**config.mk**
```make
export PLATFORM = sky130hd
export DESIGN_NAME = latency_credit_fifo
export DESIGN_NICKNAME = d
export VERILOG_FILES = /design/src/rtl/lcf_pkg.sv /design/src/rtl/lcf_storage.sv /design/src/rtl/latency_credit_fifo.sv
export SDC_FILE = /design/constraint.sdc
export NUM_CORES = 1
export LEC_CHECK = 0
export BUFFER_PORTS_ARGS = -buffer_cell sky130_fd_sc_hd__buf_2
export CAP_MARGIN = 40
export CORE_MARGIN = 1
export CORE_UTILIZATION = 55
export CTS_BUF_LIST = sky130_fd_sc_hd__clkbuf_8
export DETAILED_ROUTE_END_ITERATION = 8
export PLACE_DENSITY = 0.73
export SLEW_MARGIN = 30
export SYNTH_ARGS = -nofsm -noshare
export SYNTH_HDL_FRONTEND = slang
export SYNTH_SLANG_ARGS = --single-unit
```
**constraint.sdc**
```tcl
create_clock -name clk -period 10.96 [get_ports clk]
set_input_delay 1.644 -clock clk [delete_from_list [all_inputs] [get_ports clk]]
set_output_delay 1.644 -clock clk [all_outputs]
set_load 0.005 [all_outputs]
```
**src/rtl/lcf_pkg.sv**
```systemverilog
// Shared constants, default-size types and width helpers for the latency credit FIFO.
package lcf_pkg;

  localparam int LCF_DEFAULT_DEPTH   = 8;
  localparam int LCF_DEFAULT_LATENCY = 4;

  function automatic int lcf_ptr_w(input int depth);
    return (depth > 1) ? $clog2(depth) : 1;
  endfunction

  function automatic int lcf_cnt_w(input int depth);
    return $clog2(depth) + 1;
  endfunction

  localparam int LCF_PTR_W = lcf_ptr_w(LCF_DEFAULT_DEPTH);
  localparam int LCF_CNT_W = lcf_cnt_w(LCF_DEFAULT_DEPTH);

  typedef logic [LCF_PTR_W-1:0] ptr_t;
  typedef logic [LCF_CNT_W-1:0] cnt_t;

endpackage

```
**src/rtl/lcf_storage.sv**
```systemverilog
// DEPTH x WIDTH buffer array: one synchronous write port, one asynchronous read port.
// The array is deliberately not reset; validity is tracked by the owner's count.
module lcf_storage
  import lcf_pkg::*;
#(
  parameter int WIDTH = 64,
  parameter int DEPTH = LCF_DEFAULT_DEPTH,
  localparam int AW = lcf_ptr_w(DEPTH)
) (
  input  logic             clk,
  input  logic             wr_en,
  input  logic [AW-1:0]    wr_addr,
  input  logic [WIDTH-1:0] wr_data,
  input  logic [AW-1:0]    rd_addr,
  output logic [WIDTH-1:0] rd_data
);

  logic [WIDTH-1:0] mem [DEPTH];

  always_ff @(posedge clk) begin
    if (wr_en) mem[wr_addr] <= wr_data;
  end

  assign rd_data = mem[rd_addr];

endmodule

```
**src/rtl/latency_credit_fifo.sv**
```systemverilog
// Credit-issuing receive buffer at the output of a fixed-latency pipeline; first-word fall-through output.
// Define LCF_BYPASS_EN to forward pipe_data straight to out_data when the buffer is empty.
module latency_credit_fifo
  import lcf_pkg::*;
#(
  parameter int WIDTH   = 64,
  parameter int LATENCY = LCF_DEFAULT_LATENCY,
  parameter int DEPTH   = LCF_DEFAULT_DEPTH,
  localparam int PW = lcf_ptr_w(DEPTH),
  localparam int CW = lcf_cnt_w(DEPTH)
) (
  input  logic             clk,
  input  logic             rst,
  input  logic             issue_valid,
  output logic             issue_ready,
  input  logic             pipe_valid,
  input  logic [WIDTH-1:0] pipe_data,
  output logic             out_valid,
  input  logic             out_ready,
  output logic [WIDTH-1:0] out_data,
  output logic [CW-1:0]    count,
  output logic             err
);

  logic [PW-1:0]    wr_ptr, rd_ptr;
  logic [CW-1:0]    inflight;
  logic [CW:0]      used;
  logic [WIDTH-1:0] mem_rd, last_data;
  logic             full, empty, fire, pop, wr_en, byp_take, inf_dec;
  logic [LATENCY-1:0] fire_sr;

  assign full  = (count == CW'(DEPTH));
  assign empty = (count == '0);

  // Credits are DEPTH minus everything stored or already launched.
  assign used        = {1'b0, count} + {1'b0, inflight};
  assign issue_ready = (used < (CW+1)'(DEPTH));
  assign fire        = issue_valid && issue_ready;

`ifdef LCF_BYPASS_EN
  assign byp_take  = empty && pipe_valid && out_ready;
  assign out_valid = !empty || pipe_valid;
  assign out_data  = !empty ? mem_rd : (pipe_valid ? pipe_data : last_data);
`else
  assign byp_take  = 1'b0;
  assign out_valid = !empty;
  assign out_data  = !empty ? mem_rd : last_data;
`endif

  assign pop     = !empty && out_ready;
  assign wr_en   = pipe_valid && !byp_take && (!full || pop);
  assign inf_dec = pipe_valid && (inflight != '0);

  lcf_storage #(
    .WIDTH (WIDTH),
    .DEPTH (DEPTH)
  ) u_storage (
    .clk     (clk),
    .wr_en   (wr_en),
    .wr_addr (wr_ptr),
    .wr_data (pipe_data),
    .rd_addr (rd_ptr),
    .rd_data (mem_rd)
  );

  always_ff @(posedge clk or posedge rst) begin
    if (rst) begin
      wr_ptr    <= '0;
      rd_ptr    <= '0;
      count     <= '0;
      inflight  <= '0;
      last_data <= '0;
      err       <= 1'b0;
    end else begin
      if (wr_en) wr_ptr <= (wr_ptr == PW'(DEPTH-1)) ? '0 : wr_ptr + PW'(1);
      if (pop) begin
        rd_ptr    <= (rd_ptr == PW'(DEPTH-1)) ? '0 : rd_ptr + PW'(1);
        last_data <= mem_rd;
      end
      if (byp_take) last_data <= pipe_data;

      if (wr_en && !pop)      count <= count + CW'(1);
      else if (!wr_en && pop) count <= count - CW'(1);

      if (fire && !inf_dec)      inflight <= inflight + CW'(1);
      else if (!fire && inf_dec) inflight <= inflight - CW'(1);

      // Unsolicited arrival, or arrival with no room and nothing leaving.
      if (pipe_valid && ((inflight == '0) || (full && !pop))) err <= 1'b1;
    end
  end

  // Launch history used only to confirm the pipeline honours LATENCY.
  always_ff @(posedge clk or posedge rst) begin
    if (rst) fire_sr <= '0;
    else     fire_sr <= LATENCY'({fire_sr, fire});
  end

  always_ff @(posedge clk) begin
    if (!rst && fire_sr[LATENCY-1]) assert (pipe_valid);
  end

endmodule

```
==> results.md <==
* Max-Cap Viols at 0
* Starting Density at between 50% and 60%
* Ports at 140
* CP top delay family: buffers and inverters
* Seq pwr share at between 40% and 50%
* Worst Hold Launch: err
* Combinational share of power at 33.8%
* CP startpoint kind: flop
* GPL Wtd Cong at around 0.74
* Clk slew on worst S/H paths at roughly 0.06 ns
* Top-count cell post-synth: edfxtp_1
* Int Power at approximately 5 mW
* Fillers at about 3,000
* Unrepaired setup endpoints after global routing: no
* Detailed placement HPWL at 27,000 µm
* Synth cell count leaders: 512 x edfxtp_1, 140 x nand2_1, 134 x mux2_2
* Reg area at between 0.015 and 0.02 mm²
* R2R depth at 10
* Endpoints failing hold at 0
* Post-synth top area share at around two thirds
* Post-synthesis sequential area ratio at 74.2%
* CTS root buffer: clkbuf_8
* Dpl ws at approximately 6.5 ns
* P&R area growth vs syn at 14.2%
* PwrDens at ~280 mW/mm²
* Deepest level of the CTS H-tree at 3
* Post-synth cell types at 35
* Pre-antenna DRT Iters at 6
* Worst-path fanout max at 40
* Total number of cells along the worst setup path at 6
* Setup Buffers After CTS at 0
* Design Area, Final at ~0.027 mm²
* Remaining antenna violation count at 0
* Worst hold margin at 0.450 ns
* Main synth FF type: edfxtp_1
* Vias per cell at approximately 5.8
* Sink Count at 591
* Total detailed-routing wirelength at ~49,000 µm
* Clk buf depth at 3
* First-pass GRT wire length at 74,600 µm
* Post-Synthesis Cell Area at 0.0234 mm²
* Ys Warns at 0
* Syn Nets at ~1,500
* Max Slew Vio Count at 0
* Multi-input gate area at roughly 0.0056 mm²
* Register bit total from synthesis at approximately 600
* Total global routing overflow at 0
* Normalized max-slew margin at between 40% and 50%
* CP Data Required Time at slightly above 9 ns
* Sw power at approximately 2.4 mW
* Vias in the first global route at 13,100
* Final Skew at 0.0343 ns
* Status: complete, no violations
* Worst-margin pin slew at 0.814 ns
* Minimum clock period at ~5.1 ns
* Final core utilization at 63.7%
* All-Layer GR Usage at 22.8%
* Post-CTS resize count at 0
* Layout cell share with drive strength beyond 1 at 26.7%
* Routed length per instance at roughly 22 µm
* Post-layout nets at roughly 1,700
* Die W at 208 µm
* Antenna violations before repair at 9
* Critical path class: reg -> out
* Final worst slack at about 6 ns
* Worst path slowest cell: nand2b_2
* Die area at between 0.04 and 0.05 mm²
* DIE HEIGHT at between 200 and 250 µm
* Final period util at between 40% and 50%
* Initial drt markers at roughly 1,100
* Hold Path Depth at 1
* CTS Buf Count at 95
* Clk_lat worst skew at 0.66 ns
* Cell Area, Placed at between 0.02 and 0.025 mm²
* Critical Path Start: rd_ptr[1]
* Core ar. at 0.0419 mm²
* Arr. time, crit path at ~3.4 ns
* Clock power frac at 24.2%
* Hold_buf cts at 0
* Post-Synthesis Cells at between 1,000 and 1,500
* CP Buf/Inv Count at 2
* Yosys top cell by area: edfxtp_1
* Max stage delay on crit path at roughly 0.7 ns
* Post-Syn Area per Cell at ~17 µm²
* Largest net degree at the start of global routing at 76
* Worst r2r src: count[0]
* Worst hold path type: reg -> reg
* CTS tree: yes
* Cells along the critical path: nand2b_2, buf_4, o22ai_1, a221o_1, o21ai_1, buf_2
* Sw frac at between 30% and 40%
* DRC viols at 0
* Via count at around 13,000
* Final setup viols at 0
* Async SR Flop Fraction at 13.4%
* Fmax at between 150 and 200 MHz
* Number of port buffers at between 100 and 150
* Crit end category: primary output
* Synth area leaders: edfxtp_1 66%, dfrtp_1 8.5%, mux2_2 6.5%
* Site Rows at 75
* Peak VDD IR at approximately 0.16 mV
* Post-synth EDFFs at 512
* Leak at roughly 9.6 nW
* Final setup TNS at 0 ns
==> routing by layer <==
layer,vias up,share of wire [%],track usage [%]
li1,5925,-,-
met1,6411,45,31.3
met2,363,48,36.8
met3,72,5.8,4.36
met4,4,1.8,8.22
met5,-,0.045,0
==> cell usage in the layout, fill, tap and decap left out, types with 64 or more instances in the layout <==
cell	count
nand2_1	139
mux2_2	134
o21ai_1	126
clkbuf_8	102
buf_2	139
mux2i_1	130
o22ai_1	64
edfxtp_1	512
dfrtp_1	78
a221o_1	64
==> worst reg2reg max path, stage by stage, from the launching register on <==
cell,delay [ns]
dfrtp_1,0.50
nor4_4,0.31
buf_4,0.62
inv_1,0.20
nand2_4,0.48
ha_1,0.32
inv_1,0.13
ha_1,0.30
a21o_1,0.22
a2111oi_0,0.50
o31ai_1,0.16
==> per-stage QoR <==
| step | power [mW] | cells |
|---|---|---|
| floorplan | 4.79 | 1406 |
| global placement | 5.50 | 2024 |
| detailed placement | 5.63 | 2035 |
| CTS | 7.42 | 2212 |
| global route | 7.75 | 2217 |
| finish | 7.35 | 2219 |
==> final timing paths <==
kind,endpoint,slack (ns)
worst max-delay path,out_data[43],5.88
worst min-delay path,err,0.45
worst max register to register,count[3],7.10
worst min register to register,err,0.45
max in group asynchronous,rd_ptr[0],8.70
min in group asynchronous,last_data[13],0.91
==> cell type report <==
cell class              count  area share, %
multi-input cells         725           21.0
clock inverters            75           1.59
inverters                   5         0.0749
well taps                 539           2.52
diodes                      5         0.0468
clock buffers             102           5.26
repair buffers            177           4.52
flip-flops and latches    591           65.0
==> registers in the layout (all words and copies together) (netlist names) <==
name           count
rd_ptr             3
err                1
count              4
u_storage.mem    512
wr_ptr             3
inflight           4
last_data         64
==> kinds of logic (layout without fill, tap and decap cells) <==
| logic type | after synthesis | count (layout) | synth area share [%] |
|---|---|---|---|
| AOI/OAI and AO/OA | 273 | 273 | 7.68 |
| xor gates and xnor gates | 4 | 4 | 0.150 |
| adders and majority gates | 15 | 15 | 0.867 |
| buffers and inverters | 90 | 359 | 2.15 |
| DFF | 591 | 591 | 74.2 |
| muxes | 264 | 264 | 12.0 |
| other | 0 | 5 | 0 |
| and+or+nand+nor | 169 | 169 | 2.94 |
==> power by group through the flow <==
stage | Clock (mW) | Combinational (mW) | Sequential, mW
global placement | 0 | 2.35 | 3.14
finish | 1.78 | 2.48 | 3.09
global route | 1.92 | 2.70 | 3.13
floorplan | 0 | 1.70 | 3.10
detailed placement | 0 | 2.50 | 3.13
CTS | 1.82 | 2.51 | 3.09
(Power assumes the default switching activity.)
